### config.mk
export PLATFORM = sky130hd
export DESIGN_NAME = dti_rsp_pkt_fifo
export DESIGN_NICKNAME = d
export VERILOG_FILES = /design/src/rtl/dti_rsp_pkt_fifo_pkg.sv /design/src/rtl/dti_sync_fifo.sv /design/src/rtl/dti_rsp_pkt_fifo.sv
export SDC_FILE = /design/constraint.sdc
export NUM_CORES = 2
export LEC_CHECK = 0
export BUFFER_PORTS_ARGS = -buffer_cell sky130_fd_sc_hd__buf_2
export CAP_MARGIN = 20
export CORE_MARGIN = 2
export CORE_UTILIZATION = 65
export DETAILED_ROUTE_END_ITERATION = 16
export PLACE_DENSITY = 0.83
export SLEW_MARGIN = 20
export SYNTH_ARGS = -nofsm -noshare
export SYNTH_HDL_FRONTEND = slang
export SYNTH_HIERARCHICAL = 1
export SYNTH_SLANG_ARGS = --single-unit
export TNS_END_PERCENT = 50
### constraint.sdc
create_clock -name clk -period 18.26 [get_ports clk]
set_input_delay 1.826 -clock clk [delete_from_list [all_inputs] [get_ports clk]]
set_output_delay 1.826 -clock clk [all_outputs]
set_load 0.01 [all_outputs]
### src/rtl/dti_rsp_pkt_fifo_pkg.sv
// Shared DTI response beat definitions, used by the packet buffer and the NoC converter.
package dti_rsp_pkt_fifo_pkg;

  localparam int DTI_DATA_W = 80;
  localparam int DTI_KEEP_W = 10;
  localparam int DTI_TID_W  = 6;

  typedef struct packed {
    logic [DTI_DATA_W-1:0] tdata;
    logic [DTI_KEEP_W-1:0] tkeep;
    logic                  tlast;
    logic [DTI_TID_W-1:0]  ttid;
  } dti_beat_t;

  localparam int DTI_BEAT_W = $bits(dti_beat_t);

  // Forces a beat to all-zero when it is not being presented.
  function automatic dti_beat_t dti_beat_mask(input dti_beat_t beat, input logic en);
    return en ? beat : '0;
  endfunction

endpackage

### src/rtl/dti_sync_fifo.sv
// Single-clock beat FIFO with occupancy tracking; storage is not reset, only pointers/count.
module dti_sync_fifo
  import dti_rsp_pkt_fifo_pkg::*;
#(
  parameter int DEPTH = 16
) (
  input  logic                       clk,
  input  logic                       rst_n,
  input  logic                       wr_en_i,
  input  dti_beat_t                  wr_beat_i,
  input  logic                       rd_en_i,
  output dti_beat_t                  rd_beat_o,
  output logic [$clog2(DEPTH):0]     occupancy_o,
  output logic                       full_o,
  output logic                       empty_o
);

  localparam int PTR_W = $clog2(DEPTH);
  localparam int CNT_W = $clog2(DEPTH) + 1;

  dti_beat_t        mem_q [DEPTH];
  logic [PTR_W-1:0] wr_ptr_q, wr_ptr_d;
  logic [PTR_W-1:0] rd_ptr_q, rd_ptr_d;
  logic [CNT_W-1:0] occ_q, occ_d;
  logic             wr_ok, rd_ok;

  assign full_o      = (occ_q == CNT_W'(DEPTH));
  assign empty_o     = (occ_q == '0);
  assign occupancy_o = occ_q;
  assign rd_beat_o   = mem_q[rd_ptr_q];

  // Guard here too so a misbehaving parent cannot corrupt the pointers.
  assign wr_ok = wr_en_i && !full_o;
  assign rd_ok = rd_en_i && !empty_o;

  always_comb begin
    wr_ptr_d = wr_ptr_q;
    rd_ptr_d = rd_ptr_q;
    occ_d    = occ_q;
    if (wr_ok) wr_ptr_d = (wr_ptr_q == PTR_W'(DEPTH - 1)) ? '0 : wr_ptr_q + PTR_W'(1);
    if (rd_ok) rd_ptr_d = (rd_ptr_q == PTR_W'(DEPTH - 1)) ? '0 : rd_ptr_q + PTR_W'(1);
    case ({wr_ok, rd_ok})
      2'b10:   occ_d = occ_q + CNT_W'(1);
      2'b01:   occ_d = occ_q - CNT_W'(1);
      default: occ_d = occ_q;
    endcase
  end

  always_ff @(posedge clk or negedge rst_n) begin
    if (!rst_n) begin
      wr_ptr_q <= '0;
      rd_ptr_q <= '0;
      occ_q    <= '0;
    end else begin
      wr_ptr_q <= wr_ptr_d;
      rd_ptr_q <= rd_ptr_d;
      occ_q    <= occ_d;
    end
  end

  always_ff @(posedge clk) begin
    if (wr_ok) mem_q[wr_ptr_q] <= wr_beat_i;
  end

endmodule

### src/rtl/dti_rsp_pkt_fifo.sv
// Store-and-forward DTI response packet buffer with cut-through fallback for packets
// longer than the buffer. Output only starts once a whole packet (tlast) is held.
module dti_rsp_pkt_fifo
  import dti_rsp_pkt_fifo_pkg::*;
#(
  parameter int DEPTH = 16
) (
  input  logic                      clk,
  input  logic                      rst_n,
  input  logic                      in_tvalid,
  output logic                      in_tready,
  input  logic [DTI_DATA_W-1:0]     in_tdata,
  input  logic [DTI_KEEP_W-1:0]     in_tkeep,
  input  logic                      in_tlast,
  input  logic [DTI_TID_W-1:0]      in_ttid,
  output logic                      out_tvalid,
  input  logic                      out_tready,
  output logic [DTI_DATA_W-1:0]     out_tdata,
  output logic [DTI_KEEP_W-1:0]     out_tkeep,
  output logic                      out_tlast,
  output logic [DTI_TID_W-1:0]      out_ttid,
  output logic [$clog2(DEPTH):0]    occupancy,
  output logic [$clog2(DEPTH):0]    pkt_cnt
);

  localparam int CNT_W = $clog2(DEPTH) + 1;

  // Handshake: a beat moves on a port only in a cycle where valid && ready are both
  // high at the rising edge; in_tready depends only on fill level, never on in_tvalid.
  dti_beat_t        in_beat, head_beat, out_beat;
  logic             full, empty;
  logic             wr_fire, rd_fire;
  logic             wr_last, rd_last;
  logic [CNT_W-1:0] pkt_cnt_q, pkt_cnt_d;
  logic             cut_thru_q, cut_thru_d;

  assign in_beat = '{tdata: in_tdata, tkeep: in_tkeep, tlast: in_tlast, ttid: in_ttid};

  assign in_tready  = !full;
  assign out_tvalid = !empty && ((pkt_cnt_q != '0) || cut_thru_q);
  assign wr_fire    = in_tvalid && in_tready;
  assign rd_fire    = out_tvalid && out_tready;
  assign wr_last    = wr_fire && in_tlast;
  assign rd_last    = rd_fire && head_beat.tlast;

  dti_sync_fifo #(
    .DEPTH (DEPTH)
  ) u_fifo (
    .clk         (clk),
    .rst_n       (rst_n),
    .wr_en_i     (wr_fire),
    .wr_beat_i   (in_beat),
    .rd_en_i     (rd_fire),
    .rd_beat_o   (head_beat),
    .occupancy_o (occupancy),
    .full_o      (full),
    .empty_o     (empty)
  );

  always_comb begin
    pkt_cnt_d  = pkt_cnt_q;
    cut_thru_d = cut_thru_q;
    case ({wr_last, rd_last})
      2'b10:   pkt_cnt_d = pkt_cnt_q + CNT_W'(1);
      2'b01:   pkt_cnt_d = pkt_cnt_q - CNT_W'(1);
      default: pkt_cnt_d = pkt_cnt_q;
    endcase
    // A full buffer with no complete packet can only be one oversize packet:
    // stream it out rather than wait for a tlast that can never be accepted.
    if (rd_last)                           cut_thru_d = 1'b0;
    else if (full && (pkt_cnt_q == '0))    cut_thru_d = 1'b1;
  end

  always_ff @(posedge clk or negedge rst_n) begin
    if (!rst_n) begin
      pkt_cnt_q  <= '0;
      cut_thru_q <= 1'b0;
    end else begin
      pkt_cnt_q  <= pkt_cnt_d;
      cut_thru_q <= cut_thru_d;
    end
  end

  assign pkt_cnt = pkt_cnt_q;

  // Storage is not reset, so the head is masked to keep the outputs clean when idle.
  assign out_beat  = dti_beat_mask(head_beat, out_tvalid);
  assign out_tdata = out_beat.tdata;
  assign out_tkeep = out_beat.tkeep;
  assign out_tlast = out_beat.tlast;
  assign out_ttid  = out_beat.ttid;

endmodule

Yosys cells after proc, flatten, opt, wreduce, memory -nomap -nowiden
Memory sizes are Yosys's and may differ from the RTL's. Cells that the tools add are included.

Reductions and logical operators: 17. $add $sub $neg: 6. Shift-type cells: 0. $lt $le $gt $ge: 0. Multipliers: 0. Bitwise operators: 0. Div/mod/pow operators: 0. Equal/unequal tests: 7. Muxes and demuxes: 9.

Operators by type and width (count): 2-to-1 mux 97 bit (1); case mux 5 bit (2 select lines) (2); adder 5 x 1 -> 5 bit (second input constant) (2); zero test 5 bit (2); subtractor 5 x 1 -> 5 bit (second input constant) (2); adder 4 x 1 -> 4 bit (second input constant) (2); equality test 4 bit (second input constant) (2); logical AND 1 bit (8); 2-to-1 mux 4 bit (2); nonzero test 2 bit (3); equality test 5 bit (second input constant) (1); nonzero test 5 bit (1); equality test 2 x 1 -> 1 bit (second input constant) (2); equality test 2 bit (second input constant) (2); 2-to-1 mux 1 bit (4); zero test 1 bit (2); logical OR 1 bit (1).

Output and inout bits: 109. Bits in writable memories: 1552. Memory bits (read-only): 0. Flip-flop bits (word level): 19. Logic and storage cells: 45. Latch bits: 0. Memories kept: 1.

Memory list: u_fifo.mem_q (depth 16, bits a word 97, rd ports 1, clocked after memory_dff 0, write ports 1, RTL line dti_sync_fifo.sv:21) `dti_beat_t mem_q [DEPTH];`.

Longest topological paths before layout
Depth in word-level cells: 7. Depth in mapped cells: 16. Gate-level depth less buffers: 12.

By module
Netlist, hierarchy kept.

By module, submodules not included: dti_sync_fifo (area each 59847.4 µm², sequential area each 46930.0 µm², instances 1, cells an instance 2676); dti_rsp_pkt_fifo (area each 1204.9 µm², sequential area each 150.1 µm², instances 1, cells an instance 160).

Worst setup path before layout
No wires, ideal clock.

Kind: in2reg. Start: in in_tvalid. End: mem u_fifo/mem_q[0][0] in the netlist's numbering, enable pin. Path slack: 8413 ps. Buffers on the path: 1. Setup time: 671 ps. Stages on the path: 5. Data arrival time: 9176 ps. Cell sequence: nor2b_1 a21boi_0 clkbuf_1 nand2_1 nor3_1.

Word-level cells in the longest chain between the ends: 4.

Ends and longest elaborated chain: from (decl) (RTL line dti_rsp_pkt_fifo.sv:10) `input logic in_tvalid,`; logical AND 1 bit (RTL line dti_rsp_pkt_fifo.sv:41) `assign wr_fire = in_tvalid && in_tready;`; logical AND 1 bit (RTL line dti_sync_fifo.sv:33) `assign wr_ok = wr_en_i && !full_o;`; 2-to-1 mux 1 bit (RTL line dti_sync_fifo.sv:62) `if (wr_ok) mem_q[wr_ptr_q] <= wr_beat_i;`; 2-to-1 mux 1 bit (implied by the code) (RTL line dti_sync_fifo.sv:62); to (decl) (RTL line dti_sync_fifo.sv:21).

No other way between the ends.

==> metrics.md <==
| Metric | Value |
|---|---|
| Syn nets | around 3k |
| Yosys top cell by area | edfxtp_1 |
| CP endpoint kind | output pin |
| Starting Density | around two thirds |
| Final ANT Viol Nets | 0 |
| RSZ-0062 raised after global routing | no |
| Final WL | 143 mm |
| RePlAce Congestion | 0.743 |
| Status | finished, final reports clean |
| Register area | about 47000 um2 |
| Fin Clk Skew | ~0.048 ns |
| Asr flop ratio synth | 1.21% |
| Max-cap violations | 0 |
| Part of the cycle the worst path needs | a little under two fifths |
| Hold Vio Cnt, Final | 0 |
| Fin cells | 4481 |
| Core Rows | about 110 |
| Post-CTS Repair Setup Buffers | 0 |
| GRT Overall Usage | between 30% and 40% |
| Sw Share | 32.0% |
| Largest net degree at the start of global routing | 169 |
| Clk Latency, worst-skew pair | approximately 0.8 ns |
| Worst EP required | around 16 ns |
| Filler Cell Count | 4985 |
| Synth area leaders | edfxtp_1 76%, mux4_2 11%, mux2i_1 4.8% |
| CTS tree | built |
| Int Power | ~7.5 mW |
| Die height | 310 um |
| Clk root buf | clkbuf_16 |
| Setup TNS | 0 ns |
| Post-synthesis sequential area ratio | between 70% and 80% |
| Setup crit start kind | register |
| DRC Markers | 0 |
| Comb pwr share | a little under a third |
| Chip Width | ~310 um |
| Vias in the first global route | ~32k |
| Final setup vio count | 0 |
| Reg power frac | slightly above 40% |
| Synth top area share | 76.3% |
| Worst vdd ir | around 220 uV |
| Port Buf Inserts | ~210 |
| Yosys reg bits | about 1.6k |
| Synth cell count leaders | 1552 x edfxtp_1, 292 x mux2i_1, 291 x mux4_2 |
| Placed insts | 4186 |
| Routed len/inst | ~32 um |
| Worst hold path type | reg2reg |
| Sw Pwr | about 3.6 mW |
| Post-CTS Resized | 0 |
| Clock power share | around 28% |
| Fmax | between 0.1 and 0.15 GHz |
| H-tree depth | 4 |
| Cell variety after synth | 47 |
| DRT Pass-1 Iters | 5 |
| Nets | approximately 3.2k |
| Area Growth Syn to Fin | 11.9% |
| Crit-path max FO | ~170 |
| Worst-Margin Slew | between 1 and 1.5 ns |
| DRT iter0 DRCs | between 3k and 4k |
| Gr ovfl total | 0 |
| Critical Path AT | 4.90 ns |
| Fin crit period | about 6.7 ns |
| Hpwl dp | between 60 and 70 mm |
| Count leader, synth | edfxtp_1 |
| Footprint of the multi-input gates | about 13000 um2 |
| Most common flop cell mapped by yosys | edfxtp_1 |
| Synth warn | 6 |
| Power per cell area | 162 nW/um2 |
| Core box area | roughly 93000 um2 |
| Critical path class | reg2out |
| Die Area | approximately 96000 um2 |
| # clock sinks | between 1.5k and 2k |
| Post-synth EDFFs | ~1.6k |
| I/O pin cnt | between 200 and 250 |
| Clk slew on worst S/H paths | ~0.06 ns |
| Min Hold Slack | roughly 0.5 ns |
| Gate Count Post-Synth | around 2.8k |
| Leakage | roughly 22 nW |
| Mean number of vias per cell | 6.89 |
| Post-Syn Area | a little over 60000 um2 |
| Post-synthesis area per instance | around 22 um2 |
| Max-slew headroom | between 20% and 30% |
| First-pass GRT wire length | a little over 200 mm |
| Initial antenna violation count | 27 |
| Vias | between 30k and 40k |
| Inserted Clock Buffers | ~150 |
| Largest buffer count on any clock path | 3 |
| Share of cells above drive strength 1 | approximately 26% |
| Final Slew Violations | 0 |
| CTS Hold Buffers Added | 0 |
## kinds of logic (layout without fill, tap and decap cells)
family	count (synthesis)	in the layout	share of synthesized area, %
other	0	15	0
multiplexers	587	587	15.6
XOR/XNOR	12	12	0.172
AND/OR/NAND/NOR	161	161	1.61
flip-flops	1571	1571	77.1
AO/OA/AOI/OAI	316	316	3.65
adder cells (fa/ha/maj)	14	14	0.299
buffers and inverters	175	551	1.56
## flip-flops by register name (all words and copies together), names as in the netlist
signal,count
cut_thru_q,1
pkt_cnt,5
u_fifo/mem_q,1552
u_fifo/occupancy_o,5
u_fifo/rd_ptr_q,4
u_fifo/wr_ptr_q,4
## metal layers
metal | GRT usage, % | part of all wire [%] | vias to the layer above
met2 | 51.3 | 52 | 2007
met3 | 5.62 | 9.6 | 388
met1 | 38.9 | 35 | 16011
li1 | - | - | 12436
met4 | 13.2 | 3.9 | 24
met5 | 0 | 0.12 | -
## power groups by stage
stage	Sequential (mW)	Clock (mW)	Combinational (mW)
after floorplan	4.51	0	2.44
after global placement	4.53	0	3.37
after detailed placement	4.56	0	3.45
after CTS	4.50	3.12	3.51
after global routing	4.52	3.25	3.71
final	4.50	3.09	3.51
## placed cells by master, fill, tap and decap left out, types with 16 or more instances in the layout
cell type  Yosys  routed
clkinv_2       0      29
clkinv_1       0      38
and2_1        80      79
buf_4         17      51
and2_4        20      21
dfrtp_1       19      16
o21ai_1       97      97
clkbuf_1      55      28
clkbuf_16      0     149
mux2i_1      292     292
a32oi_1       97      97
a22oi_1       97      97
mux4_2       291     291
edfxtp_1    1552    1552
buf_2         71     209
## worst paths after layout
kind | start | to | slack, ns | cells after the start
hold reg to reg | pkt_cnt[4]$_DFFE_PN0P_ | pkt_cnt[4]$_DFFE_PN0P_ | 0.50 | 1
min in group asynchronous | rst_n | pkt_cnt[2]$_DFFE_PN0P_ | 1.02 | 1
setup reg to reg | u_fifo/rd_ptr_q[3]$_DFFE_PN0P_ | pkt_cnt[4]$_DFFE_PN0P_ | 13.46 | 13
hold / removal | pkt_cnt[4]$_DFFE_PN0P_ | pkt_cnt[4]$_DFFE_PN0P_ | 0.50 | 1
max in group asynchronous | rst_n | u_fifo/rd_ptr_q[0]$_DFFE_PN0P_ | 16.84 | 1
setup / recovery | u_fifo/rd_ptr_q[1]$_DFFE_PN0P_ | out_tdata[48] | 11.53 | 8
## cell type report
type                       count  share of cell area (%)
sequential                  1571                    68.9
multi-input combinational   1090                    19.2
clock buffer                 178                    5.63
tap                         1254                    2.30
timing repair buffer         267                    2.27
clock inverter               101                    1.57
antenna                       15                  0.0549
inverter                       5                  0.0311
## through the flow
step                area [um2]  total power, mW  setup slack (ns)  utilization, %
global placement         63300             7.90             12.34            68.0
finish                   68300             11.1             11.53            73.3
CTS                      68300             11.1             11.50            73.3
floorplan                61100             6.95              8.41               -
global route             68300             11.5             11.28            73.3
detailed placement       63300             8.02             12.32            68.0
## worst max-delay path: stages (launching register included)
cell and delay [ns]:
dfrtp_4 0.88, buf_4 0.91, buf_12 0.83, mux2i_1 0.23, a22oi_1 0.38, mux2i_1 0.19
o21ai_1 0.20, and2_1 0.25, buf_2 0.16
No activity file was read; power rests on OpenSTA's default activity.
